`config.mk`:
```
export PLATFORM = sky130hd
export DESIGN_NAME = catch_engine_flat
export DESIGN_NICKNAME = d
export VERILOG_FILES = /design/src/rtl/game_pkg.sv /design/src/rtl/catch_engine_if.sv /design/src/rtl/lfsr8.sv /design/src/rtl/catch_engine.sv /design/src/flat_wrapper.sv
export SDC_FILE = /design/constraint.sdc
export NUM_CORES = 1
export LEC_CHECK = 0
export CAP_MARGIN = 40
export CORE_ASPECT_RATIO = 1.4
export CORE_MARGIN = 3
export CORE_UTILIZATION = 60
export CTS_CLUSTER_DIAMETER = 40
export DETAILED_ROUTE_END_ITERATION = 6
export HOLD_SLACK_MARGIN = 0.08
export PLACE_DENSITY = 0.85
export SETUP_SLACK_MARGIN = 0.2
export SLEW_MARGIN = 25
export SYNTH_ARGS = -nofsm -noshare
export SYNTH_HDL_FRONTEND = slang
export SYNTH_SLANG_ARGS = --single-unit
```
`constraint.sdc`:
```
create_clock -name clk -period 5.4 [get_ports clk]
set_input_delay 1.08 -clock clk [delete_from_list [all_inputs] [get_ports clk]]
set_output_delay 1.08 -clock clk [all_outputs]
set_load 0.01 [all_outputs]
```
`src/rtl/game_pkg.sv`:
```
// Shared types and constants for the catch game: FSM encodings, key codes and
// playfield geometry.
package game_pkg;

  typedef enum logic [1:0] {
    StInit = 2'd0,
    StGame = 2'd1,
    StWin  = 2'd2,
    StLose = 2'd3
  } state_t;

  localparam logic [3:0] KeyLeft    = 4'd2;
  localparam logic [3:0] KeyRight   = 4'd3;
  localparam logic [3:0] KeyInvalid = 4'd4;

  localparam int unsigned LANES    = 8;
  localparam int unsigned LANE_W   = 80;
  localparam int unsigned FARMER_Y = 400;

  localparam logic [2:0] FarmerHome = 3'd3;
  localparam logic [7:0] LfsrSeed   = 8'hA5;

endpackage

```
`src/rtl/catch_engine_if.sv`:
```
// Player inputs and game-state outputs of the catch engine.
interface catch_engine_if;
  logic       start;
  logic       key_valid;
  logic [3:0] key_num;
  logic [1:0] state;
  logic [2:0] farmer_x;
  logic [2:0] bug_x;
  logic [9:0] bug_y;
  logic       bug_active;
  logic [6:0] score;
  logic [1:0] misses;
  logic       catch_pulse;
  logic       miss_pulse;

  modport master (
    output start, key_valid, key_num,
    input  state, farmer_x, bug_x, bug_y, bug_active, score, misses, catch_pulse, miss_pulse
  );

  modport slave (
    input  start, key_valid, key_num,
    output state, farmer_x, bug_x, bug_y, bug_active, score, misses, catch_pulse, miss_pulse
  );
endinterface

```
`src/rtl/lfsr8.sv`:
```
// 8-bit Fibonacci LFSR, x^8+x^6+x^5+x^4+1, free-running; low OUT_W bits exposed.
module lfsr8 #(
  parameter int unsigned OUT_W = 8
) (
  input  logic             clk,
  input  logic             rst,
  input  logic [7:0]       seed,
  output logic [OUT_W-1:0] value
);

  logic [7:0] lfsr_q;
  logic       feedback;

  assign feedback = lfsr_q[7] ^ lfsr_q[5] ^ lfsr_q[4] ^ lfsr_q[3];
  assign value    = lfsr_q[OUT_W-1:0];

  // An all-zero seed would lock the register at zero, so substitute 1.
  always_ff @(posedge clk or posedge rst) begin
    if (rst) begin
      lfsr_q <= (seed == 8'd0) ? 8'd1 : seed;
    end else begin
      lfsr_q <= {lfsr_q[6:0], feedback};
    end
  end

endmodule

```
`src/rtl/catch_engine.sv`:
```
// Catch-the-bug game core: state machine, farmer movement, fall prescaler and
// catch/miss resolution.
module catch_engine
  import game_pkg::*;
#(
  parameter int unsigned TICK_DIV  = 2_500_000,
  parameter int unsigned STEP_PX   = 8,
  parameter int unsigned CATCH_Y   = 320,
  parameter int unsigned WIN_SCORE = 20,
  parameter int unsigned MAX_MISS  = 3
) (
  input logic           clk,
  input logic           rst,
  catch_engine_if.slave bus
);

  localparam int unsigned PRESC_W = (TICK_DIV > 1) ? $clog2(TICK_DIV) : 1;
  localparam logic [PRESC_W-1:0] PrescLast = PRESC_W'(TICK_DIV - 1);

  state_t             state_q;
  logic [PRESC_W-1:0] presc_q;
  logic [2:0]         farmer_q;
  logic [2:0]         bug_x_q;
  logic [9:0]         bug_y_q;
  logic               bug_active_q;
  logic [6:0]         score_q;
  logic [1:0]         misses_q;
  logic               catch_q;
  logic               miss_q;

  logic       tick;
  logic       key_left;
  logic       key_right;
  logic [2:0] spawn_lane;
  logic [6:0] score_inc;
  logic [1:0] miss_inc;

  lfsr8 #(
    .OUT_W (3)
  ) u_lfsr (
    .clk   (clk),
    .rst   (rst),
    .seed  (LfsrSeed),
    .value (spawn_lane)
  );

  assign tick      = (state_q == StGame) && (presc_q == PrescLast);
  assign key_left  = bus.key_valid && (bus.key_num == KeyLeft);
  assign key_right = bus.key_valid && (bus.key_num == KeyRight);
  assign score_inc = (score_q == 7'd99) ? score_q : score_q + 7'd1;
  assign miss_inc  = (misses_q == 2'd3) ? misses_q : misses_q + 2'd1;

  always_ff @(posedge clk or posedge rst) begin
    if (rst) begin
      state_q      <= StInit;
      presc_q      <= '0;
      farmer_q     <= FarmerHome;
      bug_x_q      <= 3'd0;
      bug_y_q      <= 10'd0;
      bug_active_q <= 1'b0;
      score_q      <= 7'd0;
      misses_q     <= 2'd0;
      catch_q      <= 1'b0;
      miss_q       <= 1'b0;
    end else begin
      catch_q <= 1'b0;
      miss_q  <= 1'b0;
      // start has priority over any tick or key in the same cycle.
      if (bus.start) begin
        state_q      <= (state_q == StInit) ? StGame : StInit;
        presc_q      <= '0;
        farmer_q     <= FarmerHome;
        bug_y_q      <= 10'd0;
        bug_active_q <= 1'b0;
        score_q      <= 7'd0;
        misses_q     <= 2'd0;
      end else if (state_q == StGame) begin
        presc_q <= tick ? '0 : presc_q + 1'b1;
        if (key_left && (farmer_q != 3'd0)) begin
          farmer_q <= farmer_q - 3'd1;
        end else if (key_right && (farmer_q != 3'(LANES - 1))) begin
          farmer_q <= farmer_q + 3'd1;
        end
        if (tick) begin
          if (!bug_active_q) begin
            bug_x_q      <= spawn_lane;
            bug_y_q      <= 10'd0;
            bug_active_q <= 1'b1;
          end else if (bug_y_q < 10'(CATCH_Y)) begin
            bug_y_q <= bug_y_q + 10'(STEP_PX);
          end else begin
            // Resolution compares against the pre-move farmer lane.
            bug_active_q <= 1'b0;
            if (bug_x_q == farmer_q) begin
              score_q <= score_inc;
              catch_q <= 1'b1;
              if (score_inc == 7'(WIN_SCORE)) state_q <= StWin;
            end else begin
              misses_q <= miss_inc;
              miss_q   <= 1'b1;
              if (miss_inc == 2'(MAX_MISS)) state_q <= StLose;
            end
          end
        end
      end
    end
  end

  assign bus.state       = state_q;
  assign bus.farmer_x    = farmer_q;
  assign bus.bug_x       = bug_x_q;
  assign bus.bug_y       = bug_y_q;
  assign bus.bug_active  = bug_active_q;
  assign bus.score       = score_q;
  assign bus.misses      = misses_q;
  assign bus.catch_pulse = catch_q;
  assign bus.miss_pulse  = miss_q;

endmodule

```
`src/flat_wrapper.sv`:
```
// flat-port wrapper written by rule: the top's interface ports become plain ports
module catch_engine_flat import game_pkg::*;
#(
  parameter int unsigned TICK_DIV  = 2_500_000,
  parameter int unsigned STEP_PX   = 8,
  parameter int unsigned CATCH_Y   = 320,
  parameter int unsigned WIN_SCORE = 20,
  parameter int unsigned MAX_MISS  = 3
)
  (clk, rst, bus_start, bus_key_valid, bus_key_num, bus_state, bus_farmer_x, bus_bug_x, bus_bug_y, bus_bug_active, bus_score, bus_misses, bus_catch_pulse, bus_miss_pulse);
  catch_engine_if bus_i ();
  input logic clk;
  input logic rst;
  input wire logic [$bits(bus_i.start)-1:0] bus_start;
  input wire logic [$bits(bus_i.key_valid)-1:0] bus_key_valid;
  input wire logic [$bits(bus_i.key_num)-1:0] bus_key_num;
  output wire logic [$bits(bus_i.state)-1:0] bus_state;
  output wire logic [$bits(bus_i.farmer_x)-1:0] bus_farmer_x;
  output wire logic [$bits(bus_i.bug_x)-1:0] bus_bug_x;
  output wire logic [$bits(bus_i.bug_y)-1:0] bus_bug_y;
  output wire logic [$bits(bus_i.bug_active)-1:0] bus_bug_active;
  output wire logic [$bits(bus_i.score)-1:0] bus_score;
  output wire logic [$bits(bus_i.misses)-1:0] bus_misses;
  output wire logic [$bits(bus_i.catch_pulse)-1:0] bus_catch_pulse;
  output wire logic [$bits(bus_i.miss_pulse)-1:0] bus_miss_pulse;
  assign bus_i.start = bus_start;
  assign bus_i.key_valid = bus_key_valid;
  assign bus_i.key_num = bus_key_num;
  assign bus_state = bus_i.state;
  assign bus_farmer_x = bus_i.farmer_x;
  assign bus_bug_x = bus_i.bug_x;
  assign bus_bug_y = bus_i.bug_y;
  assign bus_bug_active = bus_i.bug_active;
  assign bus_score = bus_i.score;
  assign bus_misses = bus_i.misses;
  assign bus_catch_pulse = bus_i.catch_pulse;
  assign bus_miss_pulse = bus_i.miss_pulse;
  catch_engine #(.TICK_DIV(TICK_DIV), .STEP_PX(STEP_PX), .CATCH_Y(CATCH_Y), .WIN_SCORE(WIN_SCORE), .MAX_MISS(MAX_MISS)) u_core (.clk(clk), .rst(rst), .bus(bus_i));
endmodule
```
**Yosys cells after proc, flatten, opt, wreduce, memory -nomap -nowiden**

Cells that the tools add are included.
W data, S select, Z words.

- Word-level logic and storage cells: 109
- Bits in registers: 60
- Output and inout port bits: 30
- Input port bits: 8

- Equality and inequality tests: 14
- Add/sub/neg operators: 6
- Mux-type cells: 52
- Reduce and logical (&&, ||, !) cells: 20
- Order comparisons: 1
- Bitwise logic cells: 5

Operators with widths:

| operator | count |
|---|---|
| $mux W22 | 3 |
| $mux W10 | 5 |
| $mux W7 | 7 |
| $mux W2 | 15 |
| $add A22 B1 Y22 const B | 1 |
| $eq A22 B22 Y1 const B | 1 |
| $mux W1 | 18 |
| $mux W3 | 4 |
| $add A10 B4 Y10 const B | 1 |
| $lt A10 B9 Y1 const B | 1 |
| $reduce_and A5 Y1 | 2 |
| $ne A3 B3 Y1 const B | 3 |
| $reduce_bool A3 Y1 | 3 |
| $eq A4 B2 Y1 const B | 2 |
| $reduce_bool A2 Y1 | 4 |
| $add A7 B1 Y7 const B | 1 |
| $eq A7 B5 Y1 const B | 1 |
| $eq A7 B7 Y1 const B | 1 |
| $reduce_and A6 Y1 | 1 |
| $logic_and A1 B1 Y1 | 5 |
| $eq A2 B2 Y1 const B | 2 |
| $ne A2 B2 Y1 const B | 2 |
| $reduce_and A2 Y1 | 2 |
| $reduce_and A4 Y1 | 1 |
| 9 further kinds | 12 |

**Longest topological paths before layout**

Gate-level depths: netlist (run 1).

- Depth in word-level cells: 10
- Depth in mapped cells: 8
- Gate-level depth less buffers: 6

**Worst setup path before layout (run 1)**

Ideal clock, no wire load.

- Path type: input to register
- From: in bus_key_num[2]
- To: reg u_core.farmer_q[2], in the netlist u_core.bus.farmer_x[2]
- Data required time: 5280 ps
- Setup time: 120 ps
- Path buffers: 0
- Arrival: 2520 ps
- Slack: 2760 ps
- Stages on the path: 6
- Path through: nand4bb_1 -> or3_1 -> fa_1 -> xor2_1 -> a21oi_1 -> a31o_2

- Longest elaborated chain between the ends: 6
- Elaborated cells between the ends (all ways): 11
- Those cells by class: 2 x eq/ne; 3 x mux; 6 x reduce/logical

Ends and longest elaborated chain:

| what | line | RTL |
|---|---|---|
| from (decl) | flat_wrapper.sv:16 | `input wire logic [$bits(bus_i.key_num)-1:0] bus_key_num;` |
| $eq A4 B2 Y1 | catch_engine.sv:48 | `assign key_left = bus.key_valid && (bus.key_num == KeyLeft);` |
| $logic_and A1 B1 Y1 | catch_engine.sv:48 |  |
| $logic_and A1 B1 Y1 | catch_engine.sv:79 | `if (key_left && (farmer_q != 3'd0)) begin` |
| $mux W3 | catch_engine.sv:79 |  |
| $mux W3 | catch_engine.sv:77 | `end else if (state_q == StGame) begin` |
| $mux W3 | catch_engine.sv:69 | `if (bus.start) begin` |
| to (signal assigned) | catch_engine.sv:72 | `farmer_q <= FarmerHome;` |
| to (signal assigned) | catch_engine.sv:80 | `farmer_q <= farmer_q - 3'd1;` |
| to (signal assigned) | catch_engine.sv:82 | `farmer_q <= farmer_q + 3'd1;` |
| to (decl) | catch_engine.sv:22 | `logic [2:0] farmer_q;` |

Several ways; a longest one is shown, not always the timed one. The select of a mux whose other input is x is not followed.
A chain may end at the register's enable or synchronous reset.

**Worst setup path in the final report (run 1)**

- From: in bus_start
- To: reg u_core.presc_q[11]

- Longest elaborated chain between the ends: 1
- Elaborated cells between the ends (all ways): 2
- Those cells by class: 1 x mux; 1 x reduce/logical

Ends and longest elaborated chain:

| what | line | RTL |
|---|---|---|
| from (decl) | flat_wrapper.sv:14 | `input wire logic [$bits(bus_i.start)-1:0] bus_start;` |
| $mux W22 / $reduce_bool A2 Y1 (equally long branches) | - |  |
| to (signal assigned) | catch_engine.sv:78 | `presc_q <= tick ? '0 : presc_q + 1'b1;` |
| to (decl) | catch_engine.sv:21 | `logic [PRESC_W-1:0] presc_q;` |

Several ways; a longest one is shown, not always the timed one.

==> results of run 1 <==
==> cell type report <==
| cell class | instances | area, um^2 | share of cell area |
|---|---|---|---|
| clock buffers | 9 | 124 | 0.0339 |
| clock inverters | 7 | 95.1 | 0.0261 |
| inverters | 5 | 18.8 | 0.00514 |
| multi-input cells | 244 | 1540 | 0.421 |
| flip-flops and latches | 57 | 1430 | 0.393 |
| well taps | 64 | 80.1 | 0.0219 |
| repair buffers | 37 | 363 | 0.0994 |
==> synth_stat cells (5+ instances only) <==
cell type,count
nor3_1,16
nor4_1,7
nand2_1,24
and3_1,7
clkbuf_1,12
dfrtp_1,51
xor2_1,13
a21oi_1,11
nand4_1,14
nor2b_1,5
dfstp_2,6
o21ai_0,8
nor2_1,37
xnor2_1,11
or3_1,5
nand3_1,22
==> critical path, cell delays in order <==
cell,delay [ns]
clkdlybuf4s50_1,0.47
buf_4,0.34
clkinv_1,0.52
a211oi_1,0.72
nand3_1,0.17
xor2_1,0.17
nor2_1,0.05
==> where the power goes <==
part	total, mW	switching, mW	internal, mW
logic	0.0475	0.0308	0.0168
registers	0.438	0.00647	0.431
clock network	0.436	0.177	0.259
total	0.921	0.214	0.707
==> metrics by stage <==
stage,setup WS (ns),util
floorplan,2.76,-
global placement,1.83,0.698
detailed placement,1.75,0.698
CTS,2.11,0.742
global route,1.82,0.742
finish,2.08,0.742
==> sequential cells by signal, indices dropped and copies added, names as in the netlist <==
name / flops
u_core.bus.bug_x: 3
u_core.bus.catch_pulse: 1
u_core.u_lfsr.lfsr_q: 8
u_core.bus.miss_pulse: 1
u_core.bus.farmer_x: 3
u_core.bus.bug_y: 7
u_core.bus.score: 7
u_core.bus.bug_active: 1
u_core.bus.state: 2
u_core.presc_q: 22
u_core.bus.misses: 2
==> logic make-up (layout without fill, tap and decap cells) <==
family                   count (synthesis)  in the layout  synth area share
AND/OR/NAND/NOR                        162            162             0.282
buffers and inverters                   23             58            0.0370
multiplexers                             9              9            0.0350
XOR/XNOR                                24             24            0.0683
flip-flops                              57             57             0.466
other                                    1              3           0.00122
adder cells (fa/ha/maj)                  4              4            0.0187
AO/OA/AOI/OAI                           42             42            0.0915
==> metal layers <==
| metal | global-route usage | share of wire | vias to the layer above |
|---|---|---|---|
| li1 | - | - | 1229 |
| met5 | 0 | 0 | - |
| met2 | 0.396 | 0.52 | 93 |
| met3 | 0.0461 | 0.053 | 16 |
| met4 | 0.124 | 0.023 | 0 |
| met1 | 0.306 | 0.40 | 1266 |
==> cells in the final DEF, fill, tap and decap left out, types with 3 or more instances in the layout <==
cell type        instances
xnor2_1                 11
nor2b_1                  5
nand2b_1                 3
mux2_4                   3
o211ai_1                 4
dfrtp_1                 51
nand4_1                 14
mux2i_1                  4
nor4b_1                  4
ha_1                     3
conb_1                   3
xor2_1                  13
nor2_1                  37
nor4_1                   7
dfstp_2                  6
inv_1                    3
and3_1                   7
a21oi_1                 11
nand2_1                 24
or3_1                    5
clkbuf_8                 9
buf_4                    3
o21ai_0                  8
clkdlybuf4s50_1         34
nor3_1                  16
nand3_1                 22
==> final timing paths <==
check	to	startpoint	depth (start not counted)	slack, ns
min reg2reg	u_core.u_lfsr.lfsr_q[7]$_DFF_PP1_	u_core.u_lfsr.lfsr_q[6]$_DFF_PP0_	0	0.35
min in group asynchronous	u_core.u_lfsr.lfsr_q[4]$_DFF_PP0_	rst	3	1.26
min	u_core.u_lfsr.lfsr_q[7]$_DFF_PP1_	u_core.u_lfsr.lfsr_q[6]$_DFF_PP0_	0	0.35
max	u_core.presc_q[11]$_DFFE_PP0P_	bus_start	7	2.08
max reg2reg	u_core.bus.bug_x[1]$_DFFE_PP0P_	u_core.presc_q[0]$_DFFE_PP0P_	6	2.89
max in group asynchronous	u_core.presc_q[7]$_DFFE_PP0P_	rst	3	3.69
==> results.txt, run 1 <==
Post-synth cell types: 56
Iter 0 DRT Violations: 279
Non-Filler Instances: 423
Area contributors post-synth: dfrtp_1, dfstp_2, nor2_1
CTS sink cnt: 57
PwrDens: 252 nW/um^2
Critical path peak fanout: 35
Starting Density: 0.625
Pin count of the biggest net entering global routing: 58
# hold bufs at CTS: 0
Worst endpoint data arrival time: 3.53 ns
Die X: 66.5 um
Syn_area_per_cell: 9.55 um^2
Post-DP Area: 3430 um^2
Mapped cell area: 3080 um^2
Endpoints failing hold: 0
CTS tree: done
Final Critical Period: 3.32 ns
Final Setup Violations: 0
Peak Freq: 0.301 GHz
Drt total wl: 6870 um
Via count: 2,604
Layout area overhead: 18.7%
Ys Warns: 0
Count of input and output buffers: 34
Fraction of layout cells with a size suffix above 1: 0.109
Avg WL per Cell: 16.2 um
First-pass GRT wire length: 11,700 um
Die height: 90.7 um
Fin Hold WS: 0.352 ns
Worst-Skew Late Latency: 0.34 ns
Power after layout: 921 uW
RSZ-0062 raised after global routing: no
IO Count: 38
Cts bufs inserted: 9
Share of the synthesized area in the top cell type: 0.415
CP Launch Type: input pin
Post-synth EDFFs: 0
DRC viols: 0
Design area: 3650 um^2
Postcts setup bufs: 0
Worst slew margin: 0.545
Outcome: finished, final reports clean
Sequential share of the synthesized area: 0.466
Site Rows: 30
Kind of critical path: input pin to flop
Vias in the first global route: 2,549
Final antenna-violating net count: 0
Cell count after synthesis: 322
CTS Buffer Depth: 2
Synth async-reset ratio: 1.00
Post-CTS sizing: 0
Yosys reg bits: 57
Global route total overflow: 0
Clock Skew: 0.00759 ns
GPL Wtd Cong: 0.936
Antenna violations before repair: 0
Full die area: 6030 um^2
Worst-Margin Slew: 0.683 ns
Class of the worst hold path: flop to flop
Fillers: 350
All-layer global routing usage: 0.245
Clock slew at reported path FFs: 0.07 ns
Worst VDD drop: 0.172 mV
Diode count: 0
Synth area leader: dfrtp_1
HPWL reported at the end of detailed placement: 4750 um
CTS root buf: clkbuf_8
Post-synth top flop: dfrtp_1
Leak pwr: 1.49 nW
Setup TNS: 0 ns
Core ar.: 4920 um^2
Final Cycle Share: 0.616
Setup crit end kind: flop
Max Cap Viol: 0
Fin. max-slew vios: 0
Placed cells: 407
Worst Path Required: 5.61 ns
DRT Pass-1 Iters: 5
Nets: 366
Max H-tree Level: 3
Vias/cell: 6.16
Note: power is estimated with default switching activity, not from simulation.
==> inputs of run 2 (changes only) <==
--- a/config.mk
+++ b/config.mk
@@ -8,11 +8,11 @@
 export CAP_MARGIN = 40
 export CORE_ASPECT_RATIO = 1.4
 export CORE_MARGIN = 3
-export CORE_UTILIZATION = 60
+export CORE_UTILIZATION = 50
 export CTS_CLUSTER_DIAMETER = 40
 export DETAILED_ROUTE_END_ITERATION = 6
 export HOLD_SLACK_MARGIN = 0.08
-export PLACE_DENSITY = 0.85
+export PLACE_DENSITY = 0.76
 export SETUP_SLACK_MARGIN = 0.2
 export SLEW_MARGIN = 25
 export SYNTH_ARGS = -nofsm -noshare
==> constraint.sdc (replaced) <==
create_clock -name clk -period 3 [get_ports clk]
set_input_delay 0.6 -clock clk [delete_from_list [all_inputs] [get_ports clk]]
set_output_delay 0.6 -clock clk [all_outputs]
set_load 0.01 [all_outputs]
==> run 2 against run 1 <==
Compared with the run above: count of clock-buffer cells in the layout rose by 4; cell count up 2.4%; setup slack worse by 1.6 ns; die area rose by 18%; utilization shrank 12 points; critical path depth decreased by 1; global-route usage fell by 3.0 points; clock power up 81%; power rose by 81%; sequential share of layout area down 0.35 points; first-iteration DRC count fell by 11%; sequential power is 80% higher; largest power group is now the clock network.
==> results.txt, run 2 (synthesized netlist as in run 1, its figures left out) <==
Setup TNS: 0 ns
Setup crit end kind: flop
Power after layout: 1.67 mW
Switching Share: 0.222
Full die area: 7140 um^2
Layout area overhead: 19.7%
Vias in the first global route: 2,518
Int Power: 1.30 mW
Outcome: finished, final reports clean
Diode count: 0
Worst VDD drop: 0.226 mV
Crit path largest cell delay: 0.56 ns
Largest register FFs: 22
GPL Wtd Cong: 0.970
Antenna violations before repair: 0
Final Critical Period: 2.49 ns
Placed cells: 417
# hold bufs at CTS: 0
Cts bufs inserted: 9
Leak pwr: 1.51 nW
Die X: 72.3 um
Vias/cell: 6.05
CTS root buf: clkbuf_8
Iter 0 DRT Violations: 248
Nets: 370
Site Rows: 33
IO Count: 38
Max H-tree Level: 3
Count of input and output buffers: 34
Leading registers by flop count: u_core.presc_q (22), u_core.u_lfsr.lfsr_q (8)
Max Cap Viol: 0
Combinational power share: 0.054
Pin count of the biggest net entering global routing: 36
Reg with most FFs: u_core.presc_q
Most frequent cells in the layout: dfrtp_1, nor2_1, clkdlybuf4s50_1, nand2_1, nand3_1
Fin. max-slew vios: 0
Clock Skew: 0.0140 ns
Clock slew at reported path FFs: 0.06 ns
Clock share of power: 0.473
PwrDens: 453 nW/um^2
Postcts setup bufs: 0
CTS Buffer Depth: 2
CP Launch Type: flop
DRC viols: 0
Core ar.: 5900 um^2
Slowest cell on crit path: or4_4
DRT Pass-1 Iters: 4
Worst Path Required: 3.22 ns
Drt total wl: 7090 um
Sw power: 370 uW
Critical-path cell list: ha_1, nand2_1, or4_4, or2_1, or3_4, mux2_4
Class of the worst hold path: flop to flop
Avg WL per Cell: 16.4 um
WP buf/inv: 0
Final Util: 0.624
Fraction of layout cells with a size suffix above 1: 0.110
Die height: 98.8 um
Most common cell after layout, fill and taps aside: dfrtp_1
Via count: 2,621
Final Cycle Share: 0.829
First-pass GRT wire length: 12,100 um
Final Setup Violations: 0
Endpoints failing hold: 0
Worst slew margin: 0.510
Worst-Margin Slew: 0.734 ns
Final worst slack: 0.512 ns
Final antenna-violating net count: 0
Worst endpoint data arrival time: 2.71 ns
CTS tree: done
Starting Density: 0.521
Post-CTS sizing: 0
Kind of critical path: flop to flop
Peak Freq: 0.402 GHz
CTS sink cnt: 57
Global route total overflow: 0
Cell family with most CP delay: simple AND/OR/NAND/NOR gates
RSZ-0062 raised after global routing: no
Dpl ws: 0.351 ns
Register share of total power: 0.472
All-layer global routing usage: 0.215
HPWL reported at the end of detailed placement: 5010 um
Non-Filler Instances: 433
Worst-Skew Late Latency: 0.34 ns
Critical path peak fanout: 9
run 2: per-layer routing:
layer,track usage,up-vias,part of all wire
met5,0,-,0
met2,0.362,80,0.51
met3,0.0531,22,0.045
li1,-,1234,-
met1,0.262,1285,0.42
met4,0.0781,0,0.022
run 2: path summary, 6_finish.rpt:
path                                                    from                           endpoint  slack (ns)  cells after the start
setup / recovery               u_core.presc_q[0]$_DFFE_PP0P_    u_core.bus.bug_x[1]$_DFFE_PP0P_        0.51                      6
hold / removal             u_core.u_lfsr.lfsr_q[6]$_DFF_PP0_  u_core.u_lfsr.lfsr_q[7]$_DFF_PP1_        0.36                      0
setup reg to reg               u_core.presc_q[0]$_DFFE_PP0P_    u_core.bus.bug_x[1]$_DFFE_PP0P_        0.51                      6
hold reg to reg            u_core.u_lfsr.lfsr_q[6]$_DFF_PP0_  u_core.u_lfsr.lfsr_q[7]$_DFF_PP1_        0.36                      0
max in group asynchronous                                rst  u_core.u_lfsr.lfsr_q[2]$_DFF_PP1_        1.58                      3
min in group asynchronous                                rst      u_core.presc_q[4]$_DFFE_PP0P_        0.70                      2
run 2: stage by stage:
| step | hold slack, ns | area, um^2 |
|---|---|---|
| finish | 0.359 | 3680 |
| global route | 0.361 | 3680 |
| CTS | 0.353 | 3680 |
| detailed placement | 0.345 | 3470 |
| global placement | 0.336 | 3470 |
| floorplan | 0.333 | 3080 |
run 2: cell type report:
type,instances,area [um^2]
Fill cell,483,2220
Sequential cell,57,1430
Timing Repair Buffer,41,393
Clock inverter,3,65.1
Inverter,5,18.8
Multi-Input combinational cell,244,1540
Tap cell,70,87.6
Clock buffer,13,149
run 2: worst register-to-register path, delay by kind of cell (launching register included):
family	cells	cell delay (ns)
flops	1	0.43
mux	1	0.31
fa+ha+maj	1	0.21
simple gates	4	1.43
run 2: power by group through the flow:
stage,logic [mW],clock network [mW],registers [mW]
final,0.0905,0.790,0.789
after global routing,0.101,0.836,0.789
after floorplan,0.0628,0,0.801
after CTS,0.0911,0.797,0.788
after global placement,0.0884,0,0.801
after detailed placement,0.0908,0,0.802
==> inputs of run 3 (changes only) <==
--- a/config.mk
+++ b/config.mk
@@ -8,11 +8,11 @@
 export CAP_MARGIN = 40
 export CORE_ASPECT_RATIO = 1.4
 export CORE_MARGIN = 3
-export CORE_UTILIZATION = 50
+export CORE_UTILIZATION = 56
 export CTS_CLUSTER_DIAMETER = 40
 export DETAILED_ROUTE_END_ITERATION = 6
 export HOLD_SLACK_MARGIN = 0.08
-export PLACE_DENSITY = 0.76
+export PLACE_DENSITY = 0.8
 export SETUP_SLACK_MARGIN = 0.2
 export SLEW_MARGIN = 25
 export SYNTH_ARGS = -nofsm -noshare
==> constraint.sdc (replaced) <==
create_clock -name clk -period 2.5 [get_ports clk]
set_input_delay 0.5 -clock clk [delete_from_list [all_inputs] [get_ports clk]]
set_output_delay 0.5 -clock clk [all_outputs]
set_load 0.01 [all_outputs]
==> run 3 against run 2 <==
Compared with the run above: sequential cell count did not move; via count rose by 4.8%; largest power group is now sequential cells; worst hold slack improved by 0.0042 ns; largest cell class unchanged; first-iteration DRC count rose by 10%; combinational power rose by 52%; register-to-register slack got worse by 0.27 ns; critical path type unchanged.
==> results.txt, run 3 (synthesized netlist as in run 1, its figures left out) <==
DRC viols: 0
Most common cell after layout, fill and taps aside: dfrtp_1
CTS Buffer Depth: 2
Fin. max-slew vios: 0
Setup crit end kind: flop
Reg area: 1430 um^2
Worst slew margin: 0.654
All-layer global routing usage: 0.253
CP Launch Type: flop
Worst Path Required: 2.72 ns
Endpoints failing hold: 0
Worst VDD drop: 0.464 mV
Int Power: 1.47 mW
# hold bufs at CTS: 0
Fillers: 375
Worst-Skew Late Latency: 0.34 ns
Final Cycle Share: 0.904
Placed cells: 428
Iter 0 DRT Violations: 274
Final worst slack: 0.241 ns
Nets: 391
Kind of critical path: flop to flop
Fraction of layout cells with a size suffix above 1: 0.182
HPWL reported at the end of detailed placement: 5180 um
Combinational power share: 0.071
Drt total wl: 7400 um
RSZ-0062 raised after global routing: no
Full die area: 6430 um^2
Vias/cell: 6.11
Crit. Startpoint: u_core.presc_q[0]$_DFFE_PP0P_
CTS tree: done
Starting Density: 0.587
Die height: 93.7 um
CTS sink cnt: 57
Register share of total power: 0.486
Via count: 2,748
Leading registers by flop count: u_core.presc_q (22), u_core.u_lfsr.lfsr_q (8)
Worst endpoint data arrival time: 2.48 ns
Critical path peak fanout: 5
Clock Skew: 0.0127 ns
DRT Pass-1 Iters: 4
R2R Path Start: u_core.presc_q[0]$_DFFE_PP0P_
IO Count: 38
Reg-to-reg endpoint: u_core.bus.bug_x[1]$_DFFE_PP0P_
Core ar.: 5240 um^2
CTS root buf: clkbuf_8
Outcome: finished, final reports clean
Final Setup Violations: 0
Sw power: 465 uW
Pin count of the biggest net entering global routing: 58
Diode count: 0
Vias in the first global route: 2,745
WHS Endpoint: u_core.u_lfsr.lfsr_q[7]$_DFF_PP1_
Switching Share: 0.240
Global route total overflow: 0
R2R cell count: 6
Site Rows: 31
Worst hold start: u_core.u_lfsr.lfsr_q[6]$_DFF_PP0_
Antenna violations before repair: 0
Most frequent cells in the layout: dfrtp_1, nor2_1, clkdlybuf4s50_1, buf_4, nand2_1
Final Critical Period: 2.26 ns
GPL Wtd Cong: 0.982
Count of input and output buffers: 34
Layout area overhead: 25.9%
Clock share of power: 0.443
Clock slew at reported path FFs: 0.07 ns
Post-DP Area: 3590 um^2
Die X: 68.6 um
Dpl ws: -0.0338 ns
R2R Setup Slk: 0.24 ns
Multi-input combinational cell area: 1580 um^2
Leak pwr: 1.61 nW
Final antenna-violating net count: 0
Worst-Margin Slew: 0.514 ns
PwrDens: 501 nW/um^2
Cts bufs inserted: 9
Class of the worst hold path: flop to flop
Peak Freq: 0.443 GHz
Reg with most FFs: u_core.presc_q
Largest register FFs: 22
First-pass GRT wire length: 12,200 um
Avg WL per Cell: 16.4 um
Design area: 3870 um^2
Max Cap Viol: 0
Fin Hold WS: 0.363 ns
Non-Filler Instances: 450
Hold path depth: 0
Max H-tree Level: 3
[run 3: cell count changes in the layout (fill, tap and decap cells not counted), moves of 2 or more]
cell / change
buf_4: +20
clkinvlp_4: +2
or3_1: -2
or3_4: +2
clkbuf_1: -2
[run 3: final cells by class]
type                            instances  area share
Timing Repair Buffer                   62       0.145
Clock inverter                          5      0.0142
Tap cell                               66      0.0213
Multi-Input combinational cell        244       0.407
Inverter                                5     0.00485
Clock buffer                           11      0.0365
Sequential cell                        57       0.370
[run 3: timing repair]
action,in CTS,in global routing
setup endpoints to repair,12,23
buffers inserted,1,5
gates resized for setup,3,7
pin swaps,0,7
[run 3: power groups by stage]
stage / clock network [mW] / registers [mW] / logic, mW
floorplan: 0 / 0.961 / 0.0753
global placement: 0 / 0.960 / 0.120
detailed placement: 0 / 0.961 / 0.124
CTS: 0.873 / 0.943 / 0.128
global route: 0.913 / 0.944 / 0.149
finish: 0.858 / 0.943 / 0.138
[run 3: stage by stage]
stage,util,setup TNS (ns),total power [mW]
final,0.740,0,1.94
after global routing,0.740,0,2.01
after CTS,0.727,0,1.94
after detailed placement,0.685,-0.0338,1.08
after global placement,0.685,0,1.08
after floorplan,-,0,1.04
[run 3: critical path, stage by stage (launching register included)]
cell	delay, ns
dfrtp_1	0.37
ha_2	0.19
nand2_1	0.07
or4_4	0.53
or2_1	0.24
or3_4	0.43
mux2_4	0.31
[run 3: worst max path at each step]
stage | end | slack (ns)
6_report | u_core.bus.bug_x[1]$_DFFE_PP0P_ | 0.24
5_1_grt | u_core.bus.score[3]$_DFFE_PP0P_ | 0.20
4_1_cts | u_core.bus.bug_x[1]$_DFFE_PP0P_ | 0.22
3_5_place_dp | u_core.bus.farmer_x[2]$_DFFE_PP0P_ | -0.03
3_3_place_gp | u_core.bus.farmer_x[2]$_DFFE_PP0P_ | 0.02
2_1_floorplan | u_core.bus.bug_x[0]$_DFFE_PP0P_ | 0.16
[run 3: routing by layer]
layer  part of all wire  global-route usage  vias up
li1                   -                   -     1269
met1               0.39               0.294     1348
met2               0.53               0.402      103
met3              0.049              0.0575       28
met4              0.037               0.171        0
met5                  0                   0        -
